--- src/rtl/inta_sequencer.sv ---
// ---------------------------------------------------------------------------
// inta_sequencer
//
// Interrupt controller core between the IRR/IMR registers and the data bus
// buffer. It picks the highest-priority pending request (IR0 highest) that is
// not masked and not blocked by a higher-or-equal level already in service,
// raises INT, and runs the two-pulse 8086 INTA handshake:
//   1st INTA fall : latch winner, set ISR bit, pulse clear_IRR for one cycle
//   2nd INTA fall : drive {vector_Base, idx} on data_Out with data_Out_En
//   INTA rise     : release the bus (optionally auto-EOI) and return to IDLE
// EOI commands (specific / non-specific) clear ISR bits at any time.
//
// Parameters:
//   AEOI           - 1: clear the ISR bit automatically at the end of the
//                    second INTA pulse
// Ports:
//   clk            - system clock
//   rst_n          - asynchronous active-low reset
//   IRR_Output     - pending requests, bit i = IRi
//   interrupt_Mask - IMR, 1 = IRi masked
//   vector_Base    - vector bits T7..T3
//   inta_n         - CPU interrupt acknowledge (active low, synchronous)
//   eoi_Valid      - one-cycle EOI command strobe
//   eoi_Specific   - 1 = specific EOI, 0 = non-specific EOI
//   eoi_Level      - IR level targeted by a specific EOI
//   INT            - interrupt request to the CPU
//   clear_IRR      - one-hot, one-cycle clear of the acknowledged IRR bit
//   ISR_Output     - in-service register
//   data_Out       - vector byte
//   data_Out_En    - data bus drive enable
// ---------------------------------------------------------------------------
module inta_sequencer #(
    parameter bit AEOI = 1'b0
) (
    input  logic       clk,
    input  logic       rst_n,
    input  logic [7:0] IRR_Output,
    input  logic [7:0] interrupt_Mask,
    input  logic [4:0] vector_Base,
    input  logic       inta_n,
    input  logic       eoi_Valid,
    input  logic       eoi_Specific,
    input  logic [2:0] eoi_Level,
    output logic       INT,
    output logic [7:0] clear_IRR,
    output logic [7:0] ISR_Output,
    output logic [7:0] data_Out,
    output logic       data_Out_En
);

    typedef enum logic [1:0] {
        IDLE,
        PENDING,
        ACK1,
        ACK2
    } state_t;

    state_t     state_q, state_d;
    logic       int_q, int_d;
    logic [7:0] clear_irr_q, clear_irr_d;
    logic [7:0] isr_q, isr_d;
    logic [7:0] data_out_q, data_out_d;
    logic       data_out_en_q, data_out_en_d;
    logic [2:0] idx_q, idx_d;
    logic       spurious_q, spurious_d;
    logic       inta_prev_q;

    logic       fall, rise;
    logic [7:0] cand, qual;
    logic       blocked;
    logic       win_valid;
    logic [2:0] win_idx;
    logic [7:0] eoi_clear, aeoi_clear, set_mask;

    assign fall = inta_prev_q & ~inta_n;
    assign rise = ~inta_prev_q & inta_n;

    // Priority resolution: a candidate only qualifies while no ISR bit at
    // its own or a higher-priority (lower) index is set.
    always_comb begin
        // NOTE: every variable gets a default before any branch so no latch is inferred.
        cand      = IRR_Output & ~interrupt_Mask;
        qual      = 8'h00;
        blocked   = 1'b0;
        win_valid = 1'b0;
        win_idx   = 3'd7;
        for (int i = 0; i < 8; i++) begin
            blocked = blocked | isr_q[i];
            qual[i] = cand[i] & ~blocked;
        end
        for (int i = 7; i >= 0; i--) begin
            if (qual[i]) begin
                win_valid = 1'b1;
                win_idx   = 3'(i);
            end
        end
    end

    // EOI target: lowest set ISR bit (isolated with x & -x) or the named level.
    always_comb begin
        eoi_clear = 8'h00;
        if (eoi_Valid) begin
            if (eoi_Specific) eoi_clear = 8'b1 << eoi_Level;
            else              eoi_clear = isr_q & (~isr_q + 8'd1);
        end
    end

    always_comb begin
        state_d       = state_q;
        int_d         = int_q;
        clear_irr_d   = 8'h00;      // pulse output: only ever high for one cycle
        data_out_d    = data_out_q;
        data_out_en_d = data_out_en_q;
        idx_d         = idx_q;
        spurious_d    = spurious_q;
        set_mask      = 8'h00;
        aeoi_clear    = 8'h00;

        unique case (state_q)
            IDLE: begin
                if (win_valid) begin
                    int_d   = 1'b1;
                    state_d = PENDING;
                end
            end
            PENDING: begin
                // INT stays asserted here even if the request goes away; the
                // CPU is already committed to acknowledging it.
                if (fall) begin
                    int_d      = 1'b0;
                    idx_d      = win_idx;
                    spurious_d = ~win_valid;
                    if (win_valid) begin
                        set_mask    = 8'b1 << win_idx;
                        clear_irr_d = 8'b1 << win_idx;
                    end
                    state_d = ACK1;
                end
            end
            ACK1: begin
                if (fall) begin
                    data_out_d    = {vector_Base, idx_q};
                    data_out_en_d = 1'b1;
                    state_d       = ACK2;
                end
            end
            ACK2: begin
                if (rise) begin
                    data_out_d    = 8'h00;
                    data_out_en_d = 1'b0;
                    if (AEOI && !spurious_q) aeoi_clear = 8'b1 << idx_q;
                    state_d = IDLE;
                end
            end
            default: state_d = IDLE;
        endcase

        // A set in the same cycle as a clear of the same bit wins.
        isr_d = (isr_q & ~(eoi_clear | aeoi_clear)) | set_mask;
    end

    // NOTE: the ISR and all handshake state are reset so an interrupted sequence is fully abandoned.
    always_ff @(posedge clk or negedge rst_n) begin
        if (!rst_n) begin
            state_q       <= IDLE;
            int_q         <= 1'b0;
            clear_irr_q   <= 8'h00;
            isr_q         <= 8'h00;
            data_out_q    <= 8'h00;
            data_out_en_q <= 1'b0;
            idx_q         <= 3'd0;
            spurious_q    <= 1'b0;
            inta_prev_q   <= 1'b1;
        end else begin
            // NOTE: non-blocking assignments so every flop samples pre-edge values.
            state_q       <= state_d;
            int_q         <= int_d;
            clear_irr_q   <= clear_irr_d;
            isr_q         <= isr_d;
            data_out_q    <= data_out_d;
            data_out_en_q <= data_out_en_d;
            idx_q         <= idx_d;
            spurious_q    <= spurious_d;
            inta_prev_q   <= inta_n;
        end
    end

    assign INT         = int_q;
    assign clear_IRR   = clear_irr_q;
    assign ISR_Output  = isr_q;
    assign data_Out    = data_out_q;
    assign data_Out_En = data_out_en_q;

endmodule

--- config.mk ---
export PLATFORM = sky130hd
export DESIGN_NAME = inta_sequencer
export DESIGN_NICKNAME = d
export VERILOG_FILES = /design/src/rtl/inta_sequencer.sv
export SDC_FILE = /design/constraint.sdc
export NUM_CORES = 1
export LEC_CHECK = 0
export CORE_MARGIN = 10
export CORE_UTILIZATION = 40
export DETAILED_ROUTE_END_ITERATION = 12
export PLACE_DENSITY = 0.74
export SLEW_MARGIN = 25
export SYNTH_ARGS = -nofsm -noshare
export SYNTH_HDL_FRONTEND = slang
export SYNTH_SLANG_ARGS = --single-unit
--- constraint.sdc ---
create_clock -name clk -period 2.3 [get_ports clk]
set_input_delay 0.46 -clock clk [delete_from_list [all_inputs] [get_ports clk]]
set_output_delay 0.46 -clock clk [all_outputs]
set_load 0.05 [all_outputs]
==> Word-level counts from Yosys, hierarchy flattened <==
Index checks and enable logic that the tools add are counted.
W data, S select, Z words.
{ "op_classes": {"add_sub_neg": 1, "n_eq_ne": 7, "shifts": 2, "muxes": 34, "n_bitwise": 34, "reduce_logical": 7} }
{ "ops": {"columns": ["cell", "n"], "rows": [
  ["$mux W8", 7],
  ["$and A8 B8 Y8", 3],
  ["$not A8 Y8", 3],
  ["$pmux W8 S2", 1],
  ["$shl A1 B3 Y8 const A", 2],
  ["$mux W3", 5],
  ["$mux W1", 13],
  ["$and A1 B1 Y1", 10],
  ["$mux W2", 5],
  ["$not A1 Y1", 10],
  ["$add A8 B1 Y8 const B", 1],
  ["$ne A2 B2 Y1 const B", 4],
  ["$or A8 B8 Y8", 1],
  ["$pmux W2 S4", 1],
  ["$or A1 B1 Y1", 7],
  ["$reduce_and A3 Y1", 2],
  ["$eq A2 B2 Y1 const B", 2],
  ["$pmux W1 S2", 2],
  ["$reduce_and A4 Y1", 1],
  ["$reduce_bool A2 Y1", 2],
  ["$eq A2 B1 Y1 const B", 1],
  ["$logic_not A2 Y1", 1],
  ["$reduce_and A2 Y1", 1]
]} }
{ "totals": {"ff_bits": 32, "input_bits": 29, "output_inout_bits": 26, "wordCells": 93} }

==> Logic depth before layout (Yosys ltp) <==
Gate-level depths: netlist of the first run.
{ "depth": {"ltp_word": 21, "mapped_depth": 8, "ltp_nobuf": 7} }

==> Least setup slack after synthesis of the first run <==
No wires, ideal clock.
{ "synth_path": {"path_kind": "register -> register", "from": "reg isr_q[0] (netlist: ISR_Output[0])", "to": "reg isr_q[5] (netlist: ISR_Output[5])", "setup_ps": 135, "arrival_ps": 2079, "t_required_ps": 2165, "slack_ps": 86, "path_stages_with_launch": 7, "path_buffers": 1, "synth_period_minus_slack_ps": 2214, "path_cell_list": "dfrtp_1 -> or3_1 -> buf_2 -> or3_4 -> o31ai_4 -> nand2b_1 -> o21ai_0"} }
{ "synth_via": {"elab_chain_cells": 21, "word_cells_on_any_way": 50, "cone_classes": "add/sub: 1; shift: 1; mux: 20; bitwise: 28"} }
{ "synth_lines": {"columns": ["element", "line", "rtl"], "rows": [
  ["start, declared", "61", "logic [7:0] isr_q, isr_d;"],
  ["start signal, assigned", "179", "isr_q <= isr_d;"],
  ["$or A1 B1 Y1 (7 in series)", "88", "blocked = blocked | isr_q[i];"],
  ["$not A1 Y1", "89", "qual[i] = cand[i] & ~blocked;"],
  ["$and A1 B1 Y1", "89", null],
  ["$mux W1 (8 in series)", "92", "if (qual[i]) begin"],
  ["$mux W8", "133", "if (win_valid) begin"],
  ["$mux W8", "129", "if (fall) begin"],
  ["$mux W8", "119", "unique case (state_q)"],
  ["$or A8 B8 Y8 *", "159", "isr_d = (isr_q & ~(eoi_clear | aeoi_clear)) | set_mask;"],
  ["net isr_d[5]", "61", null]
]} }
Mark *: on every way through the listed nets, which the timed path passes. The rest lies on a longest branch.
A chain may end at the register's enable or synchronous reset.

==> Worst setup path after layout of the first run <==
{ "layout_path": {"from": "in interrupt_Mask[1]", "to": "reg isr_q[1] (netlist: ISR_Output[1])"} }
{ "layout_via": {"elab_chain_cells": 10, "word_cells_on_any_way": 12, "cone_classes": "shift: 1; mux: 7; bitwise: 4"} }
{ "layout_lines": {"columns": ["element", "line", "rtl"], "rows": [
  ["start, declared", "38", "input logic [7:0] interrupt_Mask,"],
  ["$not A8 Y8 *", "82", "cand = IRR_Output & ~interrupt_Mask;"],
  ["$and A8 B8 Y8 *", "82", null],
  ["$and A1 B1 Y1 *", "89", null],
  ["$mux W3 (2 in series)", "92", null],
  ["$shl A1 B3 Y8", null, null],
  ["$mux W8 * (3 in series)", null, null],
  ["net clear_irr_d[1]", "60", "logic [7:0] clear_irr_q, clear_irr_d;"],
  ["$or A8 B8 Y8 *", "159", null],
  ["net isr_d[1]", "61", null]
]} }
Marks and branches as above.

==> metrics, run 1 <==
RSZ-0062 raised after global routing no; Design Area, Final 2420 um2; Worst-path clk slew 0.07 ns; Pwr per Cell Area ~990 nW/um2; clock share of power 18.8%; mux share of post-synthesis cell area 1.28%; initial antenna violation count 0; max incr delay on CP 0.73 ns; post-cts sizing count 0; WS Path Type input pin to flip-flop; Sink Count 32; static leakage ~1.1 nW; simple-gate area share of the yosys netlist between 20% and 30%; Setup-failing EPs final 0; CP Max Fanout 7; outcome finished clean; final antenna-violating net count 0; Mapped Avg Cell Area 9.41 um2; Max Freq about 0.46 GHz; post-synth cell types 44; ANT cells 0; #FFs+latches synth 32; post-synthesis cell count 177; Die Area 7140 um2; Slew HR 65.7%; startpoint types input pin; Tmin final 2.16 ns; clock skew 0.00486 ns; element type at the critical path end flip-flop; htree depth 2; Core Region 4030 um2; drt wl/cell 14.5 um; CP top delay family simple AND/OR/NAND/NOR gates; # rows 23; Final Cycle Share 93.8%; CP arrival 2.38 ns; later-pin clock latency in the skew report 0.28 ns; P_int 1.40 mW; worst min-delay path category flip-flop to flip-flop; most frequent cells in the layout clkdlybuf4s50_1, dfrtp_1, o21ai_0; Synth Area in XOR/XNOR 0%; largest family of logic cells by synthesized area simple AND/OR/NAND/NOR gates; Hold Buf Count CTS 0; critical path cell sequence clkdlybuf4s50_1, or4b_2, o21ai_0, o31ai_4, nor3_1, a21o_1; nets@finish 277; Initial DRC Count 82; die width around 85 um; layout cells sized above 1 11.9%; Clock Path Buffers 2; Seq pwr share 32.6%; Synth warnings 0; Buf/Inv on CP 1; Slowest-stage cell, CP or4b_2; most common cell after layout, fill and taps aside clkdlybuf4s50_1; GPL Wtd Cong around 0.84; IO buf count 54; synthesized area around 1700 um2; Tot GR Track Use 11.8%; Layout area overhead 45.2%; Final Hold Fails 0; DR vias approximately 1.5k; WL final 4.26 mm; Total Neg Setup Slack 0 ns; Die H 84.5 um; Num CTS Buffers 5; global-route wire length before repair about 7 mm; Final Util 60.0%; Logic pwr share 48.6%; # IOs 55; Worst VDD drop 695 uV; vias in the first global route 1426; Max Slew Vio Count 0; Req. time, crit path 2.52 ns; # Post-CTS Setup Buffers 0; tightest hold margin about 0.48 ns; CTS tree built; Post-Synth Adder-Cell Area under 10%; MaxCap Viol Count 0; post-synthesis net count 211; placed cell area 2320 um2; largest net degree at the start of global routing 33; Synth Area in Compound Gates between 10% and 20%; placed cells 286; Remaining Overflow, GRT 0; Initial Utilization between 40% and 50%; DRT Pass-1 Iters 5; clk root buf clkbuf_8; DP Wirelength 3.40 mm; Seq/Total Area, Yosys between 40% and 50%; DRC 0; Post-Layout Cell Count 294; NetSw 0.987 mW; routed vias/inst ~5.1; sw frac 41.3%; Worst Tran Pin Value just over 0.5 ns
-- tightest hold or removal path, stage by stage, from the launching register on --
cell and delay, ns:
dfrtp_1 0.34, nand2_1 0.05, o21ai_0 0.06
-- registers in the layout, indices dropped and copies added, names as in the netlist --
signal	count
state_q	2
data_Out_En	1
ISR_Output	8
inta_prev_q	1
clear_IRR	8
idx_q	3
data_Out	8
INT	1
-- power groups by stage --
stage                     Combinational [mW]  Clock (mW)  Sequential (mW)
after floorplan                        0.473           0             1.08
after global placement                  1.15           0            0.790
after detailed placement                1.17           0            0.793
after CTS                               1.17       0.463            0.782
after global routing                    1.27       0.491            0.798
final                                   1.16       0.448            0.779
-- final timing paths --
kind                                        start            end  slack [ns]  cells past startpoint
worst max-delay path            interrupt_Mask[1]  ISR_Output[1]        0.14                      6
worst min-delay path                  data_Out[4]    data_Out[4]        0.48                      2
worst max register to register      ISR_Output[0]  ISR_Output[1]        0.23                      6
worst min register to register        data_Out[4]    data_Out[4]        0.48                      2
max in group asynchronous                   rst_n    inta_prev_q        1.39                      2
min in group asynchronous                   rst_n   clear_IRR[7]        0.58                      2
-- per-stage QoR --
step / power [mW] / worst slack, ns
after floorplan: 1.56 / 0.0857
after global placement: 1.94 / -0.0900
after detailed placement: 1.96 / -0.151
after CTS: 2.42 / 0.148
after global routing: 2.56 / 0.0332
final: 2.39 / 0.142
-- cell usage after synthesis (all sizes together) --
master | n | area [um2]
nand2 | 20 | 75.1
dfstp | 1 | 26.3
inv | 10 | 37.5
nor3 | 8 | 40.0
mux2i | 1 | 10.0
or3b | 3 | 26.3
nand2b | 14 | 87.6
o32ai | 1 | 8.76
o31ai | 1 | 21.3
o21bai | 2 | 15.0
or3 | 3 | 23.8
o21ai | 25 | 125
dfrtp | 31 | 776
a21o | 5 | 37.5
and3b | 1 | 8.76
o31a | 1 | 8.76
nor2 | 14 | 52.6
mux2 | 1 | 11.3
o2bb2ai | 1 | 8.76
o32a | 1 | 10.0
and4b | 1 | 10.0
clkbuf | 4 | 15.0
nor4b | 1 | 8.76
nor2b | 1 | 6.26
a211oi | 1 | 7.51
and2 | 1 | 6.26
and3 | 1 | 6.26
a32oi | 2 | 17.5
a2111oi | 1 | 15.0
and2b | 1 | 7.51
ha | 5 | 62.6
o311ai | 1 | 8.76
a41oi | 1 | 8.76
or4b | 1 | 10.0
nand3 | 3 | 15.0
a31oi | 1 | 6.26
nor4 | 1 | 6.26
a21oi | 2 | 13.8
buf | 1 | 5.00
or2 | 2 | 12.5
o22ai | 1 | 6.26
-- cell families (layout without fill, tap and decap cells) --
group                    Yosys count  after routing
adder cells (fa/ha/maj)            5              5
flip-flops                        32             32
AND/OR/NAND/NOR                   76             76
AO/OA/AOI/OAI                     47             47
buffers and inverters             15             82
multiplexers                       2              2
-- routing by layer --
| metal | track usage (%) | part of all wire, % | wire length (um) |
|---|---|---|---|
| met1 | 13.8 | 44 | 1860 |
| met5 | 0 | 0 | 0 |
| met3 | 3.77 | 5.4 | 230 |
| met4 | 4.94 | 1.6 | 68 |
| met2 | 19.3 | 49 | 2100 |
-- cell type report --
cell class	count	area [um2]
sequential	32	802
timing repair buffer	64	616
clock buffer	7	86.3
fill	370	1610
multi-input combinational	130	806
inverter	10	37.5
clock inverter	1	7.51
tap	50	62.6
(Power assumes the default switching activity.)
==> inputs of run 2 (changes only) <==
--- a/config.mk
+++ b/config.mk
@@ -8,7 +8,7 @@
 export CORE_MARGIN = 10
 export CORE_UTILIZATION = 40
 export DETAILED_ROUTE_END_ITERATION = 12
-export PLACE_DENSITY = 0.74
+export PLACE_DENSITY = 0.71
 export SLEW_MARGIN = 25
 export SYNTH_ARGS = -nofsm -noshare
 export SYNTH_HDL_FRONTEND = slang
==> metrics, run 2 (synthesis results as in run 1) <==
initial antenna violation count 0 (unchanged); Total Neg Setup Slack 0 ns (unchanged); clock skew 0.00741 ns (+0.00255 ns); element type at the critical path end flip-flop; CP Max Fanout 4 (-3); largest net degree at the start of global routing 33 (unchanged); later-pin clock latency in the skew report 0.28 ns (about the same); clock share of power 17.0% (-1.8 points); Sink Count 32 (unchanged); WL final 4.34 mm (+1.7%); CP arrival 2.33 ns (-0.05 ns); P_int 1.36 mW (-2.7%); worst slack at placement -0.126 ns (+0.0257 ns); DR vias 1495 (+0.67%); placed cell area 2320 um2 (unchanged); Initial Utilization 41.3% (unchanged); Pwr per Cell Area 971 nW/um2 (-1.7%); MaxCap Viol Count 0 (unchanged); GPL Wtd Cong 0.797 (-5.3%); clk root buf clkbuf_8; Worst Tran Pin Value 0.543 ns (+0.0302 ns); Clock Path Buffers 2 (unchanged); routed vias/inst 5.10 (+1.0%); placed cells 286 (unchanged); Worst VDD drop 465 uV (-33%); CTS tree built; Design Area, Final 2400 um2 (-0.67%); Die Area 7140 um2 (unchanged); startpoint types input pin; Max Freq 0.468 GHz (+0.98%); # Post-CTS Setup Buffers 0 (unchanged); global-route wire length before repair 7.53 mm (+7.1%); tightest hold margin 0.479 ns (-0.00399 ns); nets@finish 277 (unchanged); drt wl/cell 14.8 um (+2.1%); final antenna-violating net count 0 (unchanged); # IOs 55 (unchanged); most common cell after layout, fill and taps aside clkdlybuf4s50_1; Final Util 59.6% (-0.40 points); DRT Pass-1 Iters 4 (-1); outcome finished clean; layout cells sized above 1 11.5% (-0.36 points); Slew HR 63.5% (-2.2 points); worst-case reg-to-reg path depth 5 (-1); worst min-delay path category flip-flop to flip-flop; Final Cycle Share 92.9% (-0.91 points); htree depth 2 (unchanged); most frequent cells in the layout clkdlybuf4s50_1, dfrtp_1, o21ai_0; DP Wirelength 3.45 mm (+1.3%); Die H 84.5 um (unchanged); Req. time, crit path 2.49 ns (-0.03 ns); Hold Buf Count CTS 0 (unchanged); Setup-failing EPs final 0 (unchanged); DRC 0 (unchanged); vias in the first global route 1513 (+6.1%); RSZ-0062 raised after global routing no; Final Hold Fails 0 (unchanged); Max Slew Vio Count 0 (unchanged); sw frac 41.5% (+0.20 points); Tmin final 2.14 ns (-0.0210 ns); Tot GR Track Use 12.5% (+0.73 points); die width 84.5 um (unchanged); WS Path Type input pin to flip-flop; static leakage 1.09 nW (-0.27%); IO buf count 54 (unchanged); post-cts sizing count 0 (unchanged); Fillers 377 (+1.9%); Seq pwr share 33.5% (+0.9 points); Num CTS Buffers 5 (unchanged); ANT cells 0 (unchanged); Hold Crit Depth 2 (unchanged); Logic pwr share 49.5% (+0.9 points); Core Region 4030 um2 (unchanged); Remaining Overflow, GRT 0 (unchanged); Post-Layout Cell Count 293 (-0.34%); Worst-path clk slew 0.06 ns (about the same); # rows 23 (unchanged); Layout area overhead 44.2%; Final Power 2.33 mW (-2.4%); fin worst setup slack 0.163 ns (+0.0210 ns); NetSw 0.968 mW (-1.9%); Initial DRC Count 81 (-1.2%)
## run 2: final timing paths
path | from | endpoint | slack (ns)
setup / recovery | IRR_Output[6] | ISR_Output[5] | 0.16
hold / removal | data_Out[0] | data_Out[0] | 0.48
setup reg to reg | ISR_Output[0] | ISR_Output[5] | 0.26
hold reg to reg | data_Out[0] | data_Out[0] | 0.48
max in group asynchronous | rst_n | inta_prev_q | 1.40
min in group asynchronous | rst_n | data_Out[6] | 0.57
## run 2: worst max-delay path, cell delays in order
cell	delay [ns]
clkdlybuf4s50_1	0.47
or3b_2	0.44
a21o_1	0.22
a2111oi_2	0.40
nand2b_1	0.16
o21ai_0	0.18
## run 2: layout make-up
| type | instances | area (um2) | share of cell area (%) |
|---|---|---|---|
| clock buffer | 6 | 72.6 | 3.02 |
| inverter | 10 | 37.5 | 1.56 |
| multi-input combinational | 130 | 806 | 33.6 |
| clock inverter | 1 | 5.00 | 0.208 |
| sequential | 32 | 802 | 33.4 |
| tap | 50 | 62.6 | 2.61 |
| timing repair buffer | 64 | 616 | 25.6 |
## run 2: routing by layer
metal  track usage [%]  vias up  part of all wire, %
met3              4.25        4                  6.0
met2              20.0       30                   49
met4              4.04        0                  1.2
li1                  -      752                    -
met1              15.3      709                   44
met5                 0        -                    0
## run 2: power by group through the flow
stage / Clock, mW / Combinational (mW) / Sequential, mW
3_5_place_dp: 0 / 1.16 / 0.795
3_3_place_gp: 0 / 1.15 / 0.791
4_1_cts: 0.410 / 1.17 / 0.785
5_1_grt: 0.428 / 1.27 / 0.806
6_report: 0.397 / 1.15 / 0.782
2_1_floorplan: 0 / 0.473 / 1.08
==> inputs of run 3 (changes only) <==
--- a/config.mk
+++ b/config.mk
@@ -5,6 +5,7 @@
 export SDC_FILE = /design/constraint.sdc
 export NUM_CORES = 1
 export LEC_CHECK = 0
+export ABC_CLOCK_PERIOD_IN_PS = 2400
 export CORE_MARGIN = 10
 export CORE_UTILIZATION = 40
 export DETAILED_ROUTE_END_ITERATION = 12
==> constraint.sdc (replaced) <==
create_clock -name clk -period 2.4 [get_ports clk]
set_input_delay 0.48 -clock clk [delete_from_list [all_inputs] [get_ports clk]]
set_output_delay 0.48 -clock clk [all_outputs]
set_load 0.05 [all_outputs]
==> metrics, run 3 (synthesis results as in run 1) <==
outcome finished clean; Initial DRC Count 74 (-8.6%); Hold Buf Count CTS 0 (unchanged); WS Path Type input pin to flip-flop; GPL Wtd Cong 0.775 (-2.7%); ANT cells 0 (unchanged); CTS tree built; Worst Tran Pin Value 0.519 ns (-0.0235 ns); critical path cell sequence clkdlybuf4s50_1, or3b_2, a21o_1, a2111oi_2, nand2b_1, o21ai_0; Slowest-stage cell, CP clkdlybuf4s50_1; Slew HR 65.3% (+1.8 points); MaxCap Viol Count 0 (unchanged); # IOs 55 (unchanged); clk root buf clkbuf_8; worst min-delay path category flip-flop to flip-flop; routed vias/inst 5.01 (-1.9%); DRT Pass-1 Iters 4 (unchanged); post-cts sizing count 0 (unchanged); DRC 0 (unchanged); htree depth 2 (unchanged); layout cells sized above 1 10.4% (-1.1 points); nets@finish 274 (-1.1%); Max Freq 0.456 GHz; placed cells 283 (-1.0%); startpoint types input pin; Final Cycle Share 91.3%; Num CTS Buffers 5 (unchanged); IO buf count 54 (unchanged); Setup-failing EPs final 0 (unchanged); Tmin final 2.19 ns; Pwr per Cell Area 944 nW/um2 (-2.8%); Tot GR Track Use 12.9% (+0.42 points); global-route wire length before repair 7.63 mm (+1.4%); Initial Utilization 41.3% (unchanged); die width 84.5 um (unchanged); Remaining Overflow, GRT 0 (unchanged); final antenna-violating net count 0 (unchanged); drt wl/cell 15.2 um (+2.4%); later-pin clock latency in the skew report 0.28 ns (about the same); Sink Count 32 (unchanged); largest net degree at the start of global routing 33 (unchanged); Fillers 370 (-1.9%); # Post-CTS Setup Buffers 0 (unchanged); clock skew 0.00719 ns (-0.000226 ns); Layout area overhead 43.1%; element type at the critical path end flip-flop; Final Util 59.1% (-0.47 points); Post-Layout Cell Count 291 (-0.68%); Worst-path clk slew 0.07 ns (about the same); Clock Path Buffers 2 (unchanged); Worst VDD drop 411 uV (-12%); most frequent cells in the layout clkdlybuf4s50_1, dfrtp_1, o21ai_0; static leakage 1.08 nW (-1.1%); CP Max Fanout 4 (unchanged); CP arrival 2.39 ns (+0.06 ns); Die H 84.5 um (unchanged); initial antenna violation count 0 (unchanged); # rows 23 (unchanged); Die Area 7140 um2 (unchanged); Final Power 2.25 mW (-3.6%); vias in the first global route 1520 (+0.46%); RSZ-0062 raised after global routing no; WL final 4.41 mm (+1.7%); most common cell after layout, fill and taps aside clkdlybuf4s50_1; Core Region 4030 um2 (unchanged); DR vias 1457 (-2.5%); Total Neg Setup Slack 0 ns (unchanged); Max Slew Vio Count 0 (unchanged); max incr delay on CP 0.48 ns (about the same); DP Wirelength 3.42 mm (-0.84%); Req. time, crit path 2.59 ns (+0.10 ns); Final Hold Fails 0 (unchanged)
==> run 3: cell types whose count changed in the layout (fill, tap and decap cells not counted), sizes merged <==
cell | before | now
buf | 10 | 7
clkbuf | 6 | 7
==> run 3: power breakdown <==
| part | total (mW) | switching, mW | internal [mW] |
|---|---|---|---|
| combinational | 1.11 | 0.669 | 0.438 |
| sequential | 0.747 | 0.0779 | 0.669 |
| clock | 0.394 | 0.191 | 0.203 |
| total | 2.25 | 0.938 | 1.31 |
==> run 3: stage by stage <==
step	setup slack, ns	instance area [um2]	hold slack [ns]
floorplan	0.186	1670	0.184
global placement	-0.0111	2300	0.462
CTS	0.214	2380	0.486
global route	0.105	2380	0.517
finish	0.208	2380	0.478
detailed placement	-0.0776	2300	0.471
==> run 3: layout make-up <==
class / instances / area, um2 / share of cell area (%)
multi-input cells: 130 / 806 / 33.8
flip-flops and latches: 32 / 802 / 33.7
repair buffers: 61 / 593 / 24.9
clock buffers: 7 / 76.3 / 3.20
well taps: 50 / 62.6 / 2.63
inverters: 10 / 37.5 / 1.58
clock inverters: 1 / 5.00 / 0.210
==> run 3: path summary, 6_finish.rpt <==
kind | startpoint | endpoint | slack [ns] | cells after the start
max | IRR_Output[6] | ISR_Output[7] | 0.21 | 6
min | data_Out[7] | data_Out[7] | 0.48 | 2
max reg2reg | ISR_Output[2] | ISR_Output[1] | 0.34 | 6
min reg2reg | data_Out[7] | data_Out[7] | 0.48 | 2
max in group asynchronous | rst_n | inta_prev_q | 1.48 | 2
min in group asynchronous | rst_n | data_Out[6] | 0.60 | 2
==> run 3: per-layer routing <==
| layer | wire length [um] | global-route usage, % |
|---|---|---|
| met1 | 1940 | 15.3 |
| met2 | 2130 | 20.4 |
| met3 | 267 | 5.22 |
| met4 | 73 | 4.94 |
| met5 | 0 | 0 |
==> run 3: critical path, delay by kind of cell <==
| kind | cells | cell delay [ns] |
|---|---|---|
| AOI/OAI and AO/OA | 3 | 0.81 |
| buffers and inverters | 1 | 0.48 |
| and+or+nand+nor | 2 | 0.61 |
